## src/rtl/ram_rr_arbiter_pkg.sv

```systemverilog
// Shared constants and helpers for the RAM round-robin arbiter.
// Latency: n/a (types and combinational functions only).
// Backpressure: n/a.
package ram_arb_pkg;

    localparam int ARB_MAX_REQ = 8;
    localparam int ARB_PTR_W   = 3;

    // Ceiling log2 for constant width calculations.
    function automatic int clog2(input int v);
        int r;
        r = 0;
        for (int i = 0; i < 31; i++) begin
            if ((1 << r) < v) r++;
        end
        return r;
    endfunction

    // Index width for NUM_REQ requesters, never narrower than one bit.
    function automatic int idx_width(input int n);
        return (clog2(n) < 1) ? 1 : clog2(n);
    endfunction

    // One-hot round-robin pick: first asserted req at or after ptr, wrapping at n.
    function automatic logic [ARB_MAX_REQ-1:0] rr_pick(
        input logic [ARB_MAX_REQ-1:0] req,
        input logic [ARB_PTR_W-1:0]   ptr,
        input logic [ARB_PTR_W:0]     n
    );
        logic [ARB_MAX_REQ-1:0] g;
        logic                   found;
        logic [ARB_PTR_W:0]     sum;
        logic [ARB_PTR_W-1:0]   pos;
        g     = '0;
        found = 1'b0;
        for (int i = 0; i < ARB_MAX_REQ; i++) begin
            sum = {1'b0, ptr} + (ARB_PTR_W+1)'(i);
            pos = (sum >= n) ? ARB_PTR_W'(sum - n) : sum[ARB_PTR_W-1:0];
            if (!found && ((ARB_PTR_W+1)'(i) < n) && req[pos]) begin
                g[pos] = 1'b1;
                found  = 1'b1;
            end
        end
        return g;
    endfunction

endpackage

```

## src/rtl/ram_rr_arbiter_if.sv

```systemverilog
// Requester-side and RAM-side bus of the shared-RAM arbiter.
// Latency: n/a (wiring only).
// Backpressure: requesters hold req/we/addr/wdata until gnt.
interface ram_rr_arbiter_if #(
    parameter int NUM_REQ    = 2,
    parameter int ADDR_WIDTH = 32,
    parameter int COL_WIDTH  = 8,
    parameter int NB_COL     = 4
);
    localparam int DW = NB_COL * COL_WIDTH;

    logic [NUM_REQ-1:0]            req_i;
    logic [NUM_REQ*NB_COL-1:0]     we_i;
    logic [NUM_REQ*ADDR_WIDTH-1:0] addr_i;
    logic [NUM_REQ*DW-1:0]         wdata_i;
    logic [NUM_REQ-1:0]            gnt_o;
    logic [NUM_REQ-1:0]            rvalid_o;
    logic                          err_o;
    logic [DW-1:0]                 rdata_o;
    logic [NB_COL-1:0]             ram_we_o;
    logic [ADDR_WIDTH-1:0]         ram_addr_o;
    logic [DW-1:0]                 ram_di_o;
    logic [DW-1:0]                 ram_dout_i;

    modport slave (
        input  req_i, we_i, addr_i, wdata_i, ram_dout_i,
        output gnt_o, rvalid_o, err_o, rdata_o, ram_we_o, ram_addr_o, ram_di_o
    );

    modport master (
        output req_i, we_i, addr_i, wdata_i, ram_dout_i,
        input  gnt_o, rvalid_o, err_o, rdata_o, ram_we_o, ram_addr_o, ram_di_o
    );

endinterface

```

## src/rtl/ram_rr_arbiter_core.sv

```systemverilog
// Round-robin grant generator with internal rotating priority pointer.
// Latency: grant is combinational in the request cycle.
// Backpressure: ungranted requesters simply wait; pointer moves past each winner.
module rr_arbiter_core
    import ram_arb_pkg::*;
#(
    parameter  int NUM_REQ = 2,
    localparam int IW      = idx_width(NUM_REQ)
) (
    input  logic               clk,
    input  logic               rstn,
    input  logic [NUM_REQ-1:0] req,
    output logic [NUM_REQ-1:0] gnt,
    output logic [IW-1:0]      idx
);

    logic [IW-1:0] ptr_q;
    logic [IW-1:0] ptr_d;

    assign gnt = NUM_REQ'(rr_pick(ARB_MAX_REQ'(req), ARB_PTR_W'(ptr_q),
                                  (ARB_PTR_W+1)'(NUM_REQ)));

    // Encode the one-hot grant; zero when nothing is granted.
    always_comb begin
        idx = '0;
        for (int i = 0; i < NUM_REQ; i++) begin
            if (gnt[i]) idx = IW'(i);
        end
    end

    // Priority moves to the slot just after the winner, wrapping at NUM_REQ.
    always_comb begin
        ptr_d = ptr_q;
        if (|gnt) ptr_d = (idx == IW'(NUM_REQ - 1)) ? '0 : idx + 1'b1;
    end

    // Pointer register; requester 0 has top priority out of reset.
    always_ff @(posedge clk or negedge rstn) begin
        if (!rstn) ptr_q <= '0;
        else       ptr_q <= ptr_d;
    end

endmodule

```

## src/rtl/ram_rr_arbiter.sv

```systemverilog
// Shares one single-port read-first byte-write RAM among NUM_REQ requesters.
// Latency: grant same cycle, response (rvalid/rdata/err) one cycle after grant.
// Backpressure: one access per cycle; losers hold their request until granted.
module ram_rr_arbiter
    import ram_arb_pkg::*;
#(
    parameter int NUM_REQ    = 2,
    parameter int SIZE       = 1024,
    parameter int ADDR_WIDTH = 32,
    parameter int COL_WIDTH  = 8,
    parameter int NB_COL     = 4
) (
    input logic               clk,
    input logic               rstn,
    ram_rr_arbiter_if.slave   bus
);

    localparam int DW = NB_COL * COL_WIDTH;
    localparam int IW = idx_width(NUM_REQ);

    logic [NUM_REQ-1:0]    gnt;
    logic [IW-1:0]         idx;
    logic                  any_gnt;
    logic [NB_COL-1:0]     sel_we;
    logic [ADDR_WIDTH-1:0] sel_addr;
    logic [DW-1:0]         sel_di;
    logic [63:0]           word;
    logic                  in_range;
    logic                  pend_q;
    logic                  oor_q;
    logic [IW-1:0]         owner_q;
    logic [NUM_REQ-1:0]    rvalid;

    rr_arbiter_core #(.NUM_REQ(NUM_REQ)) u_core (
        .clk  (clk),
        .rstn (rstn),
        .req  (bus.req_i),
        .gnt  (gnt),
        .idx  (idx)
    );

    assign any_gnt   = |gnt;
    assign bus.gnt_o = gnt;

    // Select the winner's access fields; idle bus drives zeros.
    always_comb begin
        sel_we   = '0;
        sel_addr = '0;
        sel_di   = '0;
        if (any_gnt) begin
            sel_we   = bus.we_i[int'(idx)*NB_COL +: NB_COL];
            sel_addr = bus.addr_i[int'(idx)*ADDR_WIDTH +: ADDR_WIDTH];
            sel_di   = bus.wdata_i[int'(idx)*DW +: DW];
        end
    end

    // Word index compared at 64 bits so high address bits are never dropped.
    always_comb begin
        word     = 64'(sel_addr >> 2);
        in_range = (word < 64'(SIZE));
    end

    // Out-of-range writes must not reach the RAM; the read is harmless.
    assign bus.ram_we_o   = in_range ? sel_we : '0;
    assign bus.ram_addr_o = sel_addr;
    assign bus.ram_di_o   = sel_di;

    // Remember who owns the RAM output next cycle and whether it was rejected.
    always_ff @(posedge clk or negedge rstn) begin
        if (!rstn) begin
            pend_q  <= 1'b0;
            oor_q   <= 1'b0;
            owner_q <= '0;
        end else begin
            pend_q  <= any_gnt;
            oor_q   <= any_gnt && !in_range;
            owner_q <= idx;
        end
    end

    // Route the response strobe back to the owner as a one-hot vector.
    always_comb begin
        rvalid = '0;
        for (int i = 0; i < NUM_REQ; i++) begin
            rvalid[i] = pend_q && (owner_q == IW'(i));
        end
    end

    assign bus.rvalid_o = rvalid;
    assign bus.err_o    = pend_q && oor_q;
    assign bus.rdata_o  = (pend_q && oor_q) ? '0 : bus.ram_dout_i;

endmodule

```

## src/flat_wrapper.sv

```systemverilog
// flat-port wrapper written by rule: the top's interface ports become plain ports
module ram_rr_arbiter_flat import ram_arb_pkg::*;
#(
    parameter int NUM_REQ    = 2,
    parameter int SIZE       = 1024,
    parameter int ADDR_WIDTH = 32,
    parameter int COL_WIDTH  = 8,
    parameter int NB_COL     = 4
)
  (clk, rstn, bus_req_i, bus_we_i, bus_addr_i, bus_wdata_i, bus_ram_dout_i, bus_gnt_o, bus_rvalid_o, bus_err_o, bus_rdata_o, bus_ram_we_o, bus_ram_addr_o, bus_ram_di_o);
  ram_rr_arbiter_if #(.NUM_REQ(NUM_REQ), .ADDR_WIDTH(ADDR_WIDTH), .COL_WIDTH(COL_WIDTH), .NB_COL(NB_COL)) bus_i ();
  input logic clk;
  input logic rstn;
  input wire logic [$bits(bus_i.req_i)-1:0] bus_req_i;
  input wire logic [$bits(bus_i.we_i)-1:0] bus_we_i;
  input wire logic [$bits(bus_i.addr_i)-1:0] bus_addr_i;
  input wire logic [$bits(bus_i.wdata_i)-1:0] bus_wdata_i;
  input wire logic [$bits(bus_i.ram_dout_i)-1:0] bus_ram_dout_i;
  output wire logic [$bits(bus_i.gnt_o)-1:0] bus_gnt_o;
  output wire logic [$bits(bus_i.rvalid_o)-1:0] bus_rvalid_o;
  output wire logic [$bits(bus_i.err_o)-1:0] bus_err_o;
  output wire logic [$bits(bus_i.rdata_o)-1:0] bus_rdata_o;
  output wire logic [$bits(bus_i.ram_we_o)-1:0] bus_ram_we_o;
  output wire logic [$bits(bus_i.ram_addr_o)-1:0] bus_ram_addr_o;
  output wire logic [$bits(bus_i.ram_di_o)-1:0] bus_ram_di_o;
  assign bus_i.req_i = bus_req_i;
  assign bus_i.we_i = bus_we_i;
  assign bus_i.addr_i = bus_addr_i;
  assign bus_i.wdata_i = bus_wdata_i;
  assign bus_i.ram_dout_i = bus_ram_dout_i;
  assign bus_gnt_o = bus_i.gnt_o;
  assign bus_rvalid_o = bus_i.rvalid_o;
  assign bus_err_o = bus_i.err_o;
  assign bus_rdata_o = bus_i.rdata_o;
  assign bus_ram_we_o = bus_i.ram_we_o;
  assign bus_ram_addr_o = bus_i.ram_addr_o;
  assign bus_ram_di_o = bus_i.ram_di_o;
  ram_rr_arbiter #(.NUM_REQ(NUM_REQ), .SIZE(SIZE), .ADDR_WIDTH(ADDR_WIDTH), .COL_WIDTH(COL_WIDTH), .NB_COL(NB_COL)) u_core (.clk(clk), .rstn(rstn), .bus(bus_i));
endmodule
```

## config.mk

```make
export PLATFORM = sky130hd
export DESIGN_NAME = ram_rr_arbiter_flat
export DESIGN_NICKNAME = d
export VERILOG_FILES = /design/src/rtl/ram_rr_arbiter_pkg.sv /design/src/rtl/ram_rr_arbiter_if.sv /design/src/rtl/ram_rr_arbiter_core.sv /design/src/rtl/ram_rr_arbiter.sv /design/src/flat_wrapper.sv
export SDC_FILE = /design/constraint.sdc
export NUM_CORES = 1
export LEC_CHECK = 0
export CAP_MARGIN = 20
export CORE_AREA = 2 2 109 111
export CTS_CLUSTER_SIZE = 24
export DETAILED_ROUTE_END_ITERATION = 8
export DIE_AREA = 0 0 111 113
export DONT_BUFFER_PORTS = 1
export GPL_TIMING_DRIVEN = 0
export PLACE_DENSITY = 0.3
export SLEW_MARGIN = 5
export SYNTH_ARGS = -nofsm -noshare
export SYNTH_HDL_FRONTEND = slang
export SYNTH_SLANG_ARGS = --single-unit
```

## constraint.sdc

```tcl
create_clock -name clk -period 2.1 [get_ports clk]
set_clock_uncertainty 0.2 [all_clocks]
set_input_delay 0.42 -clock clk [delete_from_list [all_inputs] [get_ports clk]]
set_output_delay 0.42 -clock clk [all_outputs]
set_load 0.005 [all_outputs]
```

==> impl_results.md, run 1 <==
* Flops & latches, synth at 4
* Ys Warns at 0
* Clock sink total at 4
* Total power at 0.000815 W
* Comb power frac at 0.531
* Clock buffer depth at 2
* Vias at 1528
* Fillcell total at 1261
* Final Slew Violations at 0
* WL/cell at 21.3 µm
* Worst-margin pin slew at 0.433 ns
* P&R area growth vs syn at 42.8%
* Post-synth ARST share at 1.00
* Die Wd at 111 µm
* Post-synthesis instance total at 154
* Post-synth top area share at 0.480
* R2r setup slk at 0.36 ns
* Crit path capture type: output pin
* RR Startpoint: u_core.u_core.ptr_q
* Max incr delay on CP at 0.41 ns
* Drt first pass iters at 4
* Number of flops mapped to enable cells by yosys at 0
* Final period utilization at 1.02
* Cts bufs inserted at 3
* H-tree depth at 1
* Synth Flop Type: dfrtp_1
* Multi-input logic area at 1100 µm²
* Fin. Hold Viols at 0
* Global-route wire length before repair at 8.46 mm
* Sequential cell area at 100 µm²
* Seq pwr share at 0.111
* Total track usage at 0.0888
* Sw frac at 0.342
* Final WS setup at -0.0474 ns
* Status: complete, but fails checks
* R2r worst-path depth at 5
* Met1 wire length at 2.21 mm
* Remaining global-route overflow at 0
* Hold endpoint: u_core.u_core.ptr_q
* Antenna Cells at 0
* Largest net degree at the start of global routing at 12
* Final min period at 2.15 ns
* Tightest Hold Check Type: input pin to flop
* CTS tree: built
* Ports at 277
* Detail Placement HPWL at 5.68 mm
* TNS Setup at -0.377 ns
* Top post-synthesis cells by count: 65 x a22o_1, 33 x and2_1, 10 x nor4_1, 9 x clkbuf_1, 7 x buf_2
* CP Data Arrival Time at 1.53 ns
* Initial drt markers at 29
* Worst R2R End: u_core.oor_q
* Number of global-route vias before repair at 1425
* Placer congestion estimate at 0.773
* Clk root buf: clkbuf_16
* Critical path depth at 4
* Slowest CP cell: dfrtp_1
* Initial antenna violation count at 0
* Mean Syn Cell Area at 7.70 µm²
* Cell with the most instances after synthesis: a22o_1
* Synth area leader: a22o_1
* Clock Latency Late Sink at 0.22 ns
* Pint at 0.000536 W
* Peak VDD IR at 0.288 mV
* Crit path required time at 1.48 ns
* Leakage at 0.663 nW
* DRC Markers at 0
* Seq/Total Area, Yosys at 0.0844
* Sw Pwr at 0.000279 W
* Final ANT Viol Nets at 0
* Largest cells by area after synthesis: a22o_1 48%, and2_1 17%, dfrtp_1 8.4%
* DR top layer: met4
* Min-delay src: bus_req_i[1]
* Setup repair after global routing missed its margin: true
* Distinct cells, synth at 21
* Share of cells above drive strength 1 at 0.261
* Worst Path Max Fanout at 5
* Clock power share at 0.358
* Starting density of the core at 0.105
* Final nets at 339
* Met2 wire length at 3.62 mm
* CTS clock-pin slew for the worst setup and hold paths at 0.03 ns
* Detailed Route WL at 6.56 mm
* Rel. slew slack at 0.708
* Worst Setup Start Kind: flop
* Crit Path Class: flop to output pin
* Area of the mapped netlist at 1190 µm²
* Die area at 12500 µm²
* # rows at 39
* Worst-path cell chain: nand2b_4 -> and2_4 -> a22o_4 -> nor3_4
* Max Freq at 466 MHz
* PwrDens at 481 nW/µm²
* Max Cap Violations at 0
* Largest delay contributor family on the critical path: simple AND/OR/NAND/NOR gates
* Failing checks: setup timing
* Core ar. at 11300 µm²
* Port bufs at 0
* Final setup violating endpoints at 17
* Met3 routed WL at 678 µm
* Post-synth net total at 326
* Die Y at 113 µm
* Number of vias per cell at 4.96
* Min-Delay Path Depth at 1
* CP Buf/Inv Count at 0
-- kinds of logic (layout without fill, tap and decap cells) --
group,Yosys count,after routing,share of synthesized area
AOI/OAI and AO/OA,69,69,0.508
muxes,4,4,0.0338
buffers and inverters,23,33,0.0928
DFF,4,4,0.0844
and+or+nand+nor,54,55,0.281
-- worst max-delay path by stage --
stage,from,end,slack [ns]
2_1_floorplan,bus_addr_i[47],bus_ram_we_o[0],0.20
3_3_place_gp,bus_req_i[0],bus_ram_we_o[3],-0.41
3_5_place_dp,bus_req_i[0],bus_ram_we_o[0],-0.39
4_1_cts,u_core.u_core.ptr_q,bus_ram_we_o[0],-0.09
5_1_grt,u_core.u_core.ptr_q,bus_ram_we_o[0],-0.12
6_report,u_core.u_core.ptr_q,bus_ram_we_o[3],-0.05
-- power by group through the flow --
| stage | logic (W) | clock network, W | registers, W |
|---|---|---|---|
| floorplan | 0.000297 | 0 | 0.0000890 |
| global placement | 0.000372 | 0 | 0.0000905 |
| detailed placement | 0.000369 | 0 | 0.0000902 |
| CTS | 0.000437 | 0.000298 | 0.0000907 |
| global route | 0.000465 | 0.000302 | 0.0000921 |
| finish | 0.000433 | 0.000291 | 0.0000909 |
-- state kept, by name, summed over array words and instances, names as in the netlist --
signal	count
u_core.pend_q	1
u_core.owner_q	1
u_core.u_core.ptr_q	1
u_core.oor_q	1
-- stage by stage --
| stage | util | instance area (µm²) | setup WS (ns) | hold slack [ns] | std cells |
|---|---|---|---|---|---|
| after floorplan | - | 1190 | 0.197 | -0.0756 | 154 |
| after global placement | 0.121 | 1370 | -0.406 | -0.0754 | 297 |
| after detailed placement | 0.121 | 1370 | -0.387 | -0.0754 | 297 |
| after CTS | 0.149 | 1680 | -0.0924 | 0.104 | 308 |
| after global routing | 0.150 | 1690 | -0.123 | 0.112 | 308 |
| final | 0.150 | 1690 | -0.0474 | 0.108 | 308 |
-- per-layer routing --
layer	vias up	track usage
met1	726	0.0927
met5	-	0
met3	4	0.0204
met2	162	0.180
met4	0	0.0192
li1	636	-
-- cell type report --
cell class                      count  area share
Inverter                            4     0.00886
Tap cell                          143       0.106
Buffer                             18      0.0812
Clock buffer                        3      0.0443
Multi-Input combinational cell    128       0.649
Sequential cell                     4      0.0591
Timing Repair Buffer                8      0.0517
-- what timing repair did --
item | 4_1_cts | 5_1_grt
buffers inserted | 7 | 0
pin swaps | 8 | 2
gates resized for setup | 37 | 7
hold endpoints to repair | 4 | 0
cloned | 1 | 0
hold buffers | 1 | 0
endpoints found under the setup margin | 70 | 69
-- layout by cell type, fill, tap and decap left out, types with 2 or more instances in the layout --
cell type	Yosys	layout
a22o_1	65	63
a22o_4	0	2
and2_1	33	33
and2_4	1	2
buf_12	0	3
buf_2	7	3
buf_4	2	7
clkbuf_1	9	3
clkbuf_16	0	3
clkbuf_4	0	6
dfrtp_1	4	4
inv_1	4	4
mux2i_1	4	2
mux2i_2	0	2
nand4_1	2	2
nor3_4	0	4
nor4_1	10	6
nor4_2	0	4
(Power assumes the default switching activity.)
==> run 2: changes to the inputs <==
- PLACE_DENSITY: 0.3 -> unset
==> run 2 against run 1 <==
  * Combinational power down 0.9%
  * The run still ends with setup timing left
  * Worst setup slack got worse by 0.034 ns
  * Critical endpoint is now bus_ram_we_o[0]
  * Largest power group unchanged
  * Largest cell class unchanged
  * Count of clock-buffer cells in the layout unchanged
==> impl_results.md, run 2 (same netlist as run 1, synthesis figures left out) <==
* Max Freq at 458 MHz
* CTS clock-pin slew for the worst setup and hold paths at 0.03 ns
* Clk root buf: clkbuf_16
* CTS tree: built
* Setup WS pre-CTS at -0.161 ns
* Core ar. at 11300 µm²
* Number of global-route vias before repair at 1522
* Clock buffer depth at 2
* Final nets at 336
* Crit Path Class: flop to output pin
* Final period utilization at 1.04
* Tightest Hold Check Type: input pin to flop
* Fillcell total at 1275
* Cts bufs inserted at 3
* Crit path required time at 1.48 ns
* P&R area growth vs syn at 38.8%
* Final min period at 2.18 ns
* Die Y at 113 µm
* Antenna Cells at 0
* Remaining global-route overflow at 0
* Total track usage at 0.0949
* Worst Setup Start Kind: flop
* Fin. Hold Viols at 0
* DRC Markers at 0
* Drt first pass iters at 4
* # rows at 39
* Share of cells above drive strength 1 at 0.253
* Final Cell Area at 1650 µm²
* Initial drt markers at 40
* Number of vias per cell at 4.87
* Detailed Route WL at 6.97 mm
* WL/cell at 22.9 µm
* Status: complete, but fails checks
* Worst-margin pin slew at 0.502 ns
* Rel. slew slack at 0.662
* Setup repair after global routing missed its margin: true
* Port bufs at 0
* Clock sink total at 4
* CP Data Arrival Time at 1.56 ns
* Min-Delay Path Depth at 1
* Detail Placement HPWL at 6.09 mm
* R2r worst-path depth at 5
* Ports at 277
* PwrDens at 495 nW/µm²
* Dpl cell area at 1370 µm²
* Final ANT Viol Nets at 0
* Most common cell after layout, fill and taps aside: a22o_1
* Die Wd at 111 µm
* Initial antenna violation count at 0
* Most frequent cells in the layout: 64 x a22o_1, 33 x and2_1, 10 x buf_4, 6 x nor4_1
* Final WS setup at -0.0811 ns
* Leakage at 0.620 nW
* H-tree depth at 1
* Worst Path Max Fanout at 5
* Failing checks: setup timing
* Multi-input logic area at 1100 µm²
* Placer congestion estimate at 0.923
* Final Slew Violations at 0
* Starting density of the core at 0.105
* Sequential cell area at 100 µm²
* Global-route wire length before repair at 8.94 mm
* Total power at 0.000814 W
* Peak VDD IR at 0.186 mV
* Max Cap Violations at 0
* Crit path capture type: output pin
* Largest net degree at the start of global routing at 12
* Vias at 1484
* Die area at 12500 µm²
* Clock Latency Late Sink at 0.22 ns
* Final setup violating endpoints at 13
## run 2: cell types whose count changed in the layout (fill, tap and decap cells not counted), moves of 2 or more
cell,before,now
buf_12,3,1
clkbuf_4,6,3
buf_4,7,10
mux2i_1,2,0
nor3_4,4,2
nor3_2,0,2
a22o_4,2,0
mux2i_4,0,3
## run 2: final timing paths
kind / from / to / slack (ns)
hold reg to reg: u_core.u_core.ptr_q / u_core.u_core.ptr_q / 0.40
setup / recovery: u_core.u_core.ptr_q / bus_ram_we_o[0] / -0.08
max in group asynchronous: rstn / u_core.pend_q / 1.25
setup reg to reg: u_core.u_core.ptr_q / u_core.oor_q / 0.35
hold / removal: bus_req_i[1] / u_core.u_core.ptr_q / 0.10
min in group asynchronous: rstn / u_core.u_core.ptr_q / 0.28
## run 2: layer usage
layer | share of wire | up-vias | wire (µm) | track usage
met1 | 0.33 | 676 | 2310 | 0.0958
met2 | 0.54 | 167 | 3780 | 0.186
met5 | 0 | - | 0 | 0
met4 | 0.024 | 0 | 165 | 0.0408
met3 | 0.10 | 13 | 710 | 0.0220
li1 | - | 628 | - | -
## run 2: report_power, final
| part | switching [W] | leakage [nW] | total [W] | internal (W) |
|---|---|---|---|---|
| registers | 0.00000611 | 0.0444 | 0.0000910 | 0.0000849 |
| clock network | 0.0000516 | 0.0370 | 0.000295 | 0.000243 |
| logic | 0.000228 | 0.539 | 0.000429 | 0.000201 |
## run 2: worst max-delay path: stages, from the launching register on
cell      delay (ns)
dfrtp_1         0.42
nand2b_4        0.17
and2_4          0.17
a22o_2          0.32
nor3_2          0.24
## run 2: layout make-up
type,instances,area share
flip-flops and latches,4,0.0608
repair buffers,5,0.0243
well taps,143,0.109
multi-input cells,128,0.670
inverters,4,0.00912
clock buffers,3,0.0456
plain buffers,18,0.0813
## run 2: per-stage QoR
step / util / TNS (ns) / hold WS (ns) / std cells
CTS: 0.142 / -0.457 / 0.105 / 305
global placement: 0.121 / -2.75 / -0.0754 / 297
global route: 0.146 / -2.12 / 0.104 / 305
finish: 0.146 / -0.398 / 0.105 / 305
floorplan: - / 0 / -0.0756 / 154
detailed placement: 0.121 / -3.65 / -0.0753 / 297
## run 2: repair_timing
action | in CTS | in global routing
setup endpoints to repair | 69 | 68
gates cloned | 1 | 0
pin swaps | 3 | 1
setup buffers | 4 | 0
resized for setup | 30 | 17
hold endpoints to repair | 4 | 0
hold buffers | 1 | 0
